### config.mk
export PLATFORM = sky130hd
export DESIGN_NAME = led_sequencer_flat
export DESIGN_NICKNAME = d
export VERILOG_FILES = /design/src/rtl/led_seq_pkg.sv /design/src/rtl/led_sequencer_if.sv /design/src/rtl/led_sequencer_tick_gen.sv /design/src/rtl/led_sequencer.sv /design/src/flat_wrapper.sv
export SDC_FILE = /design/constraint.sdc
export NUM_CORES = 1
export LEC_CHECK = 0
export ABC_AREA = 1
export CAP_MARGIN = 10
export CORE_ASPECT_RATIO = 1.2
export CORE_MARGIN = 4
export CORE_UTILIZATION = 65
export DETAILED_ROUTE_END_ITERATION = 6
export PLACE_DENSITY = 0.82
export RECOVER_POWER = 25
export SKIP_CTS_REPAIR_TIMING = 1
export SLEW_MARGIN = 25
export SYNTH_ARGS = -nofsm -noshare
export SYNTH_HDL_FRONTEND = slang
export SYNTH_SLANG_ARGS = --single-unit
### constraint.sdc
create_clock -name clk -period 5.1 [get_ports clk]
set_clock_uncertainty 0.2 [all_clocks]
set_input_delay 1.02 -clock clk [delete_from_list [all_inputs] [get_ports clk]]
set_output_delay 1.02 -clock clk [all_outputs]
set_load 0.005 [all_outputs]
### src/rtl/led_seq_pkg.sv
// Shared types and step helpers for the LED sequencer.
// Latency: combinational helpers only, no state.
// Backpressure: not applicable; holds mode codes, FSM encoding and step rules.
package led_seq_pkg;

    typedef enum logic [1:0] {
        MODE_CHASE_UP   = 2'd0,
        MODE_CHASE_DOWN = 2'd1,
        MODE_PING_PONG  = 2'd2,
        MODE_BLINK      = 2'd3
    } mode_e;

    typedef enum logic [1:0] {
        IDLE   = 2'd0,
        RUN    = 2'd1,
        HOLD   = 2'd2,
        SWITCH = 2'd3
    } state_e;

    localparam logic DIR_UP = 1'b0;
    localparam logic DIR_DN = 1'b1;

    // Position of the lit LED, ping-pong direction, blink phase (1 = on).
    typedef struct packed {
        logic [1:0] pos;
        logic       dir;
        logic       phase;
    } step_t;

    function automatic step_t start_step(input mode_e m);
        step_t s;
        s.pos   = (m == MODE_CHASE_DOWN) ? 2'd3 : 2'd0;
        s.dir   = DIR_UP;
        s.phase = 1'b1;
        return s;
    endfunction

    // Ping-pong flips direction on arrival at an end, so dir always names
    // the next move; the step after 1->0 is then exactly the start step.
    function automatic step_t next_step(input mode_e m, input step_t s);
        step_t n;
        n = s;
        case (m)
            MODE_CHASE_UP:   n.pos = s.pos + 2'd1;
            MODE_CHASE_DOWN: n.pos = s.pos - 2'd1;
            MODE_PING_PONG: begin
                if (s.dir == DIR_UP) begin
                    n.pos = s.pos + 2'd1;
                    if (n.pos == 2'd3) n.dir = DIR_DN;
                end else begin
                    n.pos = s.pos - 2'd1;
                    if (n.pos == 2'd0) n.dir = DIR_UP;
                end
            end
            default:         n.phase = ~s.phase;
        endcase
        return n;
    endfunction

endpackage

### src/rtl/led_sequencer_if.sv
// Mode request channel: requester drives mode_sel/mode_valid, sequencer returns mode_ready.
// Latency: wires only.
// Backpressure: requester holds mode_valid and mode_sel stable until mode_ready is seen.
interface led_sequencer_if;
    logic [1:0] mode_sel;
    logic       mode_valid;
    logic       mode_ready;

    modport master (output mode_sel, output mode_valid, input mode_ready);
    modport slave  (input mode_sel, input mode_valid, output mode_ready);
endinterface

### src/rtl/led_sequencer_tick_gen.sv
// Prescaler: pulses tick while enabled on the last of every TICK_DIV counted cycles.
// Latency: tick is combinational from the count register; count wraps to 0 on tick.
// Backpressure: en=0 freezes the count, clr forces it to 0 (clr wins over en).
// Ports: clk, rst (sync, active-high), en, clr, tick.
module led_sequencer_tick_gen #(
    parameter int TICK_DIV = 2500000
) (
    input  logic clk,
    input  logic rst,
    input  logic en,
    input  logic clr,
    output logic tick
);
    localparam int W = (TICK_DIV > 2) ? $clog2(TICK_DIV) : 1;
    localparam logic [W-1:0] LAST = W'(TICK_DIV - 1);

    logic [W-1:0] count;

    assign tick = en && (count == LAST);

    always_ff @(posedge clk) begin
        if (rst || clr) begin
            count <= '0;
        end else if (en) begin
            count <= tick ? '0 : count + 1'b1;
        end
    end
endmodule

### src/rtl/led_sequencer.sv
// Sequences led_1..led_4 through chase-up/down, ping-pong and blink at a prescaled step rate.
// Latency: LEDs change 1 clk after the step register; cycle_done 1 clk after the wrapping tick.
// Backpressure: mode_ready only in IDLE/RUN; a different mode in RUN blanks LEDs for TICK_DIV clks.
// Ports: clk, rst (sync, active-high), en, pause, mode_if (slave: mode_sel/valid/ready),
//        cycle_done, led_1..led_4.
// Optional build macro LED_PWM_EN: gates lit LEDs with a 4-bit PWM at PWM_DUTY/16.
module led_sequencer
    import led_seq_pkg::*;
#(
    parameter int TICK_DIV = 2500000,
    parameter int PWM_DUTY = 8
) (
    input  logic            clk,
    input  logic            rst,
    input  logic            en,
    input  logic            pause,
    led_sequencer_if.slave  mode_if,
    output logic            cycle_done,
    output logic            led_1,
    output logic            led_2,
    output logic            led_3,
    output logic            led_4
);
    state_e     state, state_nx;
    mode_e      mode, mode_nx, pend, pend_nx, req_mode;
    step_t      step, step_nx;
    logic       done_nx;
    logic       cnt_en, cnt_clr, tick;
    logic       accept, sw_req;
    logic [3:0] led_dec, led_out, led_q;

    assign mode_if.mode_ready = !rst && (state == IDLE || state == RUN);
    assign accept   = mode_if.mode_valid && mode_if.mode_ready;
    assign req_mode = mode_e'(mode_if.mode_sel);
    assign sw_req   = accept && (state == RUN) && (req_mode != mode);

    // Same prescaler times both the step rate and the SWITCH blank gap.
    led_sequencer_tick_gen #(.TICK_DIV(TICK_DIV)) u_tick (
        .clk  (clk),
        .rst  (rst),
        .en   (cnt_en),
        .clr  (cnt_clr),
        .tick (tick)
    );

    always_comb begin
        state_nx = state;
        mode_nx  = mode;
        pend_nx  = pend;
        step_nx  = step;
        done_nx  = 1'b0;
        cnt_en   = 1'b0;
        cnt_clr  = 1'b0;
        if (!en) begin
            state_nx = IDLE;
            cnt_clr  = 1'b1;
        end else begin
            case (state)
                IDLE: begin
                    cnt_clr  = 1'b1;
                    mode_nx  = accept ? req_mode : mode;
                    step_nx  = start_step(mode_nx);
                    state_nx = RUN;
                end
                RUN: begin
                    // Switch beats both pause and a coincident tick.
                    if (sw_req) begin
                        pend_nx  = req_mode;
                        state_nx = SWITCH;
                        cnt_clr  = 1'b1;
                    end else if (pause) begin
                        state_nx = HOLD;
                    end else begin
                        cnt_en = 1'b1;
                        if (tick) begin
                            step_nx = next_step(mode, step);
                            done_nx = (step_nx == start_step(mode));
                        end
                    end
                end
                HOLD: begin
                    if (!pause) state_nx = RUN;
                end
                SWITCH: begin
                    cnt_en = 1'b1;
                    if (tick) begin
                        state_nx = RUN;
                        mode_nx  = pend;
                        step_nx  = start_step(pend);
                    end
                end
                default: state_nx = IDLE;
            endcase
        end
    end

    always_comb begin
        led_dec = 4'b0000;
        if (state == RUN || state == HOLD) begin
            if (mode == MODE_BLINK) led_dec = {4{step.phase}};
            else                    led_dec = 4'b0001 << step.pos;
        end
    end

`ifdef LED_PWM_EN
    localparam logic [4:0] DUTY = (PWM_DUTY >= 16) ? 5'd16 : 5'(PWM_DUTY);
    logic [3:0] pwm_cnt;
    logic       pwm_on;

    always_ff @(posedge clk) begin
        if (rst) pwm_cnt <= 4'd0;
        else     pwm_cnt <= pwm_cnt + 4'd1;
    end

    assign pwm_on  = ({1'b0, pwm_cnt} < DUTY);
    assign led_out = led_dec & {4{pwm_on}};
`else
    logic unused_pwm_duty;
    assign unused_pwm_duty = ^PWM_DUTY;
    assign led_out = led_dec;
`endif

    always_ff @(posedge clk) begin
        if (rst) begin
            state      <= IDLE;
            mode       <= MODE_CHASE_UP;
            pend       <= MODE_CHASE_UP;
            step       <= start_step(MODE_CHASE_UP);
            cycle_done <= 1'b0;
            led_q      <= 4'b0000;
        end else begin
            state      <= state_nx;
            mode       <= mode_nx;
            pend       <= pend_nx;
            step       <= step_nx;
            cycle_done <= done_nx;
            led_q      <= led_out;
        end
    end

    assign led_1 = led_q[0];
    assign led_2 = led_q[1];
    assign led_3 = led_q[2];
    assign led_4 = led_q[3];
endmodule
### src/flat_wrapper.sv
// flat-port wrapper written by rule: the top's interface ports become plain ports
module led_sequencer_flat import led_seq_pkg::*;
#(
    parameter int TICK_DIV = 2500000,
    parameter int PWM_DUTY = 8
)
  (clk, rst, en, pause, cycle_done, led_1, led_2, led_3, led_4, mode_if_mode_sel, mode_if_mode_valid, mode_if_mode_ready);
  led_sequencer_if mode_if_i ();
  input  logic clk;
  input  logic rst;
  input  logic en;
  input  logic pause;
  output logic cycle_done;
  output logic led_1;
  output logic led_2;
  output logic led_3;
  output logic led_4;
  input wire logic [$bits(mode_if_i.mode_sel)-1:0] mode_if_mode_sel;
  input wire logic [$bits(mode_if_i.mode_valid)-1:0] mode_if_mode_valid;
  output wire logic [$bits(mode_if_i.mode_ready)-1:0] mode_if_mode_ready;
  assign mode_if_i.mode_sel = mode_if_mode_sel;
  assign mode_if_i.mode_valid = mode_if_mode_valid;
  assign mode_if_mode_ready = mode_if_i.mode_ready;
  led_sequencer #(.TICK_DIV(TICK_DIV), .PWM_DUTY(PWM_DUTY)) u_core (.clk(clk), .rst(rst), .en(en), .pause(pause), .mode_if(mode_if_i), .cycle_done(cycle_done), .led_1(led_1), .led_2(led_2), .led_3(led_3), .led_4(led_4));
endmodule
==> flow_summary_export.csv, run 1 <==
group,metric,value,unit
worst_setup_path,r2r-end,"u_core.u_tick.count[7]",
sta,period_needed,3490,ps
sta,setup_viol,0,
place,gp_congestion,0.981,
global_routing,overflow,0,
finish,multi_input_area,1580,um2
drt,final_antenna_net_count,0,
worst_setup_path,crit_slowest_cell,"dlygate4sd3_1",
finish,area_growth,9.90,%
worst_setup_path,endpoint_kind,"output port",
finish,design_area,2780,um2
logic_synthesis,ys_ff_latch,37,
finish,final_cell_mix,"nand2_1 (113), nor2_1 (58), inv_1 (37), nand3_1 (37), dfxtp_1 (37)",
die,fp.dieW,64.9,um
finish,final_common_cell,"nand2_1",
worst_setup_path,cp.arrival,2270,ps
die,rows,24,
logic_synthesis,synth_area,2530,um2
worst_setup_path,worstPathRequired,3880,ps
place,numPortBuffers,12,
clock_network,cts_tree,"built",
clock_network,cts_root_buf,"clkbuf_8",
place,hpwl,4490,um
logic_synthesis,netlist_instances,399,
global_routing,grt_max_degree,24,
finish,seqCellArea,741,um2
clock_network,htree_num_levels,2,
global_routing,grt_pass1_wl,10500,um
power_and_ir_drop,leakagePower,0.00108,uW
sta,finalHoldViolations,0,
sta,max_freq,287,MHz
drt,top_layer_used,"met4",
die,start_util,0.684,
logic_synthesis,synth_edf_count,0,
place,post-place-cells,456,
worst_setup_path,crit_fanout,5,
logic_synthesis,ys_warn_count,0,
sta,slew_headroom,0.395,
worst_setup_path,path_delay_family,"buffers and inverters",
global_routing,grt.total_usage,0.262,
drt,finalWirelength,5970,um
finish,nets,429,
place,place_area,2660,um2
worst_setup_path,crit_buf_inv,2,
global_routing,grt_pass1_vias,2462,
global_routing,grt_antenna_before_repair,0,
sta,tns,0,ps
drt,dr_wl_met3,226,um
sta,maxSlewViolCount,0,
logic_synthesis,seq_area_frac_synth,0.293,
worst_setup_path,worstReg2RegStart,"u_core.state[1]",
drt,wire_per_inst,12.9,um
sta,period_share,0.684,
drt,vias_per_cell,5.51,
finish,n_fill_cell,308,
outcome,status,"finished clean",
clock_network,cts_buffers,5,
clock_network,clkTransAtPathRegs,80,ps
worst_setup_path,slowest_delay,600,ps
die,core,3690,um2
worst_setup_path,path_cells,"dlygate4sd3_1 -> a21oi_1 -> clkdlybuf4s50_1",
worst_hold_path,whs_path_depth,2,
drt,vias,2555,
worst_setup_path,startpoint_type,"primary input",
drt,m1WireLength,2420,um
power_and_ir_drop,ir_drop,0.190,mV
logic_synthesis,syn_avg_cell_area,6.33,um2
worst_setup_path,rr_worst_depth,9,
sta,whs,297,ps
sta,rsz0062_at_grt,"false",
logic_synthesis,synth_flop_cell,"dfxtp_1",
finish,drive_above_1_share,0.0777,
run,drv_cap,0,
logic_synthesis,ys_types,29,
clock_network,cts_buffer_depth,2,
worst_hold_path,hold_end,"u_core.pend[0]",
die,num_io_pins,13,
sta,worst_slew_pin_slew,908,ps
drt,drc_errors,0,
power_and_ir_drop,powerDensity,242,nW/um2
logic_synthesis,syn_nets,417,
drt,route.met2.wl,3030,um
worst_setup_path,critical_path_class,"in2out",
clock_network,clkSinkCount,37,
worst_setup_path,r2r_slack,2570,ps
logic_synthesis,synthArstFlopShare,0,
drt,drt-pass1-iter-count,5,
finish,antenna_cells,0,
drt,drt_iter0_drc,194,
clock_network,clock_latency,300,ps
worst_hold_path,worstHoldStart,"u_core.pend[0]",
worst_hold_path,hold_class,"reg2reg",
die,die_h,76.3,um
die,die_area,4950,um2
finish,instances_no_fill,464,
sequential cells by signal, summed over array words and instances (netlist names):
name and cells:
u_core.pend 2, u_core.u_tick.count 22, u_core.cycle_done 1, u_core.mode 2, u_core.step 4, u_core.state 2, u_core.led_q 4
worst register-to-register path, cell delays in order (launching register included):
cell     delay (ps)
dfxtp_1         400
inv_1           100
ha_1            300
nand3_1         120
inv_1            40
nand2_1         130
nand2_2         100
a21oi_2         730
nand4_1         170
a21oi_1         180
power by group:
| part | switching [uW] | internal [uW] |
|---|---|---|
| clock | 112 | 159 |
| sequential | 8.25 | 296 |
| combinational | 60.9 | 35.8 |
| total | 181 | 491 |
cell usage after synthesis, types with 2 or more instances:
cell type | n | area, um2
nor3b_1 | 3 | 22.5
nand3_1 | 37 | 185
inv_2 | 5 | 18.8
nand2_2 | 9 | 56.3
nor2_1 | 58 | 218
nand3_2 | 2 | 20.0
nand3b_1 | 4 | 30.0
xor2_1 | 7 | 61.3
nand2_1 | 112 | 420
o21ai_0 | 10 | 50.1
buf_2 | 4 | 20.0
ha_1 | 11 | 138
a21oi_1 | 28 | 140
inv_1 | 36 | 135
or2_2 | 2 | 12.5
nand4_1 | 9 | 56.3
dfxtp_1 | 37 | 741
o21a_1 | 2 | 15.0
xnor2_1 | 3 | 26.3
a21oi_2 | 5 | 43.8
nor3_1 | 7 | 35.0
how the worst max path moves through the flow:
| stage | startpoint | to | slack [ps] | cells past startpoint |
|---|---|---|---|---|
| finish | rst | mode_if_mode_ready | 1610 | 3 |
| global route | rst | mode_if_mode_ready | 1520 | 3 |
| global placement | rst | mode_if_mode_ready | 1710 | 3 |
| floorplan | rst | mode_if_mode_ready | 2730 | 1 |
| detailed placement | rst | u_core.u_tick.count[7] | 1680 | 9 |
| CTS | rst | mode_if_mode_ready | 1700 | 3 |
routing by layer:
layer | track usage | vias to the layer above
met5 | 0 | -
met4 | 0.154 | 0
met3 | 0.0339 | 28
met2 | 0.476 | 78
met1 | 0.280 | 1141
li1 | - | 1308
final cells by class:
| type | count | area share |
|---|---|---|
| inverter | 41 | 0.0554 |
| clock buffer | 6 | 0.0297 |
| clock inverter | 2 | 0.0135 |
| sequential | 37 | 0.267 |
| multi-input combinational | 314 | 0.568 |
| tap | 52 | 0.0234 |
| timing repair buffer | 12 | 0.0432 |
cell families (layout without fill, tap and decap cells):
kind of cell | count (synthesis) | count (layout) | synth area share
DFF | 37 | 37 | 0.293
xor gates and xnor gates | 10 | 10 | 0.0347
adders and majority gates | 11 | 11 | 0.0545
AOI/OAI and AO/OA | 46 | 46 | 0.101
and+or+nand+nor | 247 | 247 | 0.435
buffers and inverters | 48 | 61 | 0.0817
metrics by stage:
stage          utilization  power, uW  worst slack [ps]
2_1_floorplan            -        382              2730
3_3_place_gp         0.720        405              1710
3_5_place_dp         0.720        407              1680
4_1_cts              0.753        673              1700
5_1_grt              0.752        701              1520
6_report             0.752        672              1610
Power figures use the tool's default switching activity.
==> run 2: changes to the inputs <==
- CORE_UTILIZATION: 65 -> 54
- PLACE_DENSITY: 0.82 -> 0.73
- clock period: 5.1 -> 3.1 ns (I/O delays scaled with it)
==> run 2 against run 1 <==
Net effect: power increased by 53%; final area down 0.32%; combinational power is 63% higher; worst setup slack worse by 1200 ps; sequential share of layout area grew 0.084 points; highest routed layer unchanged; critical path type unchanged; non-clock buffer count up 1; critical endpoint unchanged; sequential power up 64%; core utilization is 14 points lower; register-to-register slack worse by 1700 ps; critical path depth stayed put.
==> flow_summary_export.csv, run 2 (synthesis gave the netlist of run 1 again) <==
group,metric,value,unit
finish,final_cell_mix,"nand2_1 (113), nor2_1 (58), inv_1 (37), nand3_1 (37), dfxtp_1 (37)",
global_routing,grt_max_degree,24,
finish,final_core_util,0.607,
drt,vias_per_cell,5.44,
worst_setup_path,crit_slowest_cell,"dlygate4sd3_1",
sta,setup_viol,0,
sta,tns,0,ps
worst_hold_path,hold_end,"u_core.pend[0]",
worst_setup_path,r2r_slack,870,ps
sta,max_freq,367,MHz
finish,area_growth,9.55,%
global_routing,grt_pass1_vias,2430,
place,numPortBuffers,12,
sta,finalHoldViolations,0,
die,num_io_pins,13,
sta,worst_slew_pin_slew,433,ps
worst_setup_path,startpoint_type,"primary input",
clock_network,clkSinkCount,37,
worst_setup_path,path_cells,"dlygate4sd3_1 -> a21oi_1 -> clkdlybuf4s50_1",
power_and_ir_drop,leakagePower,0.00108,uW
global_routing,grt.total_usage,0.215,
drt,drt-pass1-iter-count,5,
sta,maxSlewViolCount,0,
worst_hold_path,hold_class,"reg2reg",
drt,vias,2561,
worst_setup_path,rr_worst_depth,10,
clock_network,clkTransAtPathRegs,80,ps
place,preCtsSetupSlack,402,ps
clock_network,clock_latency,300,ps
worst_setup_path,slowest_delay,610,ps
finish,largest_reg_flops,22,
worst_setup_path,critical_path_class,"in2out",
place,hpwl,4550,um
outcome,status,"finished clean",
sta,slew_headroom,0.710,
drt,wire_per_inst,12.7,um
die,fp.dieW,70.5,um
clock_network,cts_buffers,5,
die,rows,27,
worst_setup_path,worstPathRequired,2280,ps
finish,final_common_cell,"nand2_1",
run,drv_cap,0,
sta,period_share,0.880,
worst_hold_path,worstHoldStart,"u_core.pend[0]",
finish,largest_register,"u_core.u_tick.count",
finish,drive_above_1_share,0.0799,
clock_network,cts_root_buf,"clkbuf_8",
sta,setup_slack,373,ps
finish,reg_top3,"u_core.u_tick.count x22, u_core.led_q x4, u_core.step x4",
worst_hold_path,whs_path_depth,2,
global_routing,overflow,0,
global_routing,grt_antenna_before_repair,0,
worst_setup_path,endpoint_kind,"output port",
sta,rsz0062_at_grt,"false",
drt,drc_errors,0,
sta,whs,296,ps
die,start_util,0.554,
die,core,4560,um2
place,gp_congestion,0.952,
power_and_ir_drop,ir_drop,0.368,mV
clock_network,cts_tree,"built",
clock_network,htree_num_levels,2,
finish,nets,430,
die,die_area,5840,um2
drt,final_antenna_net_count,0,
clock_network,cts_buffer_depth,2,
sta,period_needed,2730,ps
worst_setup_path,crit_fanout,5,
power_and_ir_drop,powerDensity,370,nW/um2
global_routing,grt_pass1_wl,10400,um
worst_setup_path,worstReg2RegStart,"u_core.u_tick.count[0]",
drt,drt_iter0_drc,190,
drt,finalWirelength,5990,um
finish,antenna_cells,0,
worst_setup_path,cp.arrival,1910,ps
worst_setup_path,r2r-end,"u_core.mode[0]",
die,die_h,82.9,um
==> run 2: cell count changes in the layout (fill, tap and decap cells not counted) <==
| cell | previous run | this run |
|---|---|---|
| buf_4 | 0 | 1 |
| bufinv_16 | 1 | 0 |
| clkinv_2 | 0 | 1 |
| clkinv_4 | 0 | 1 |
| clkinvlp_4 | 1 | 0 |
==> run 2: how the worst max path moves through the flow <==
| stage | start | cells past startpoint | slack [ps] | endpoint |
|---|---|---|---|---|
| after floorplan | rst | 10 | 1280 | u_core.u_tick.count[12] |
| after global placement | rst | 10 | 490 | u_core.u_tick.count[12] |
| after detailed placement | rst | 10 | 400 | u_core.u_tick.count[8] |
| after CTS | u_core.state[1] | 5 | 410 | mode_if_mode_ready |
| after global routing | rst | 10 | 280 | u_core.u_tick.count[3] |
| final | rst | 3 | 370 | mode_if_mode_ready |
==> run 2: power breakdown <==
group	switching [uW]	internal, uW
clock	187	180
combinational	98.8	58.8
sequential	13.2	487
total	299	727
==> run 2: metrics by stage <==
step	power (uW)	instances	area, um2
final	1030	471	2770
after global routing	1080	471	2770
after CTS	1040	471	2770
after detailed placement	670	463	2680
after global placement	669	463	2680
after floorplan	629	399	2530
==> run 2: layout make-up <==
type / instances / area [um2]
timing repair buffer: 13 / 128
fill: 457 / 1790
inverter: 41 / 154
clock inverter: 2 / 13.8
sequential: 37 / 741
clock buffer: 6 / 82.6
tap: 58 / 72.6
multi-input combinational: 314 / 1580
==> run 2: per-layer routing <==
layer / global-route usage / wire, um / part of all wire / vias to the layer above
met3: 0.0351 / 174 / 0.029 / 28
met5: 0 / 0 / 0 / -
met1: 0.223 / 2420 / 0.40 / 1160
met4: 0.105 / 262 / 0.044 / 0
met2: 0.407 / 3130 / 0.52 / 61
li1: - / - / - / 1312
==> run 2: worst max-delay path: cells and delay by family <==
family	cells	cell delay [ps]
buffers and inverters	2	1130
AOI/OAI and AO/OA	1	160
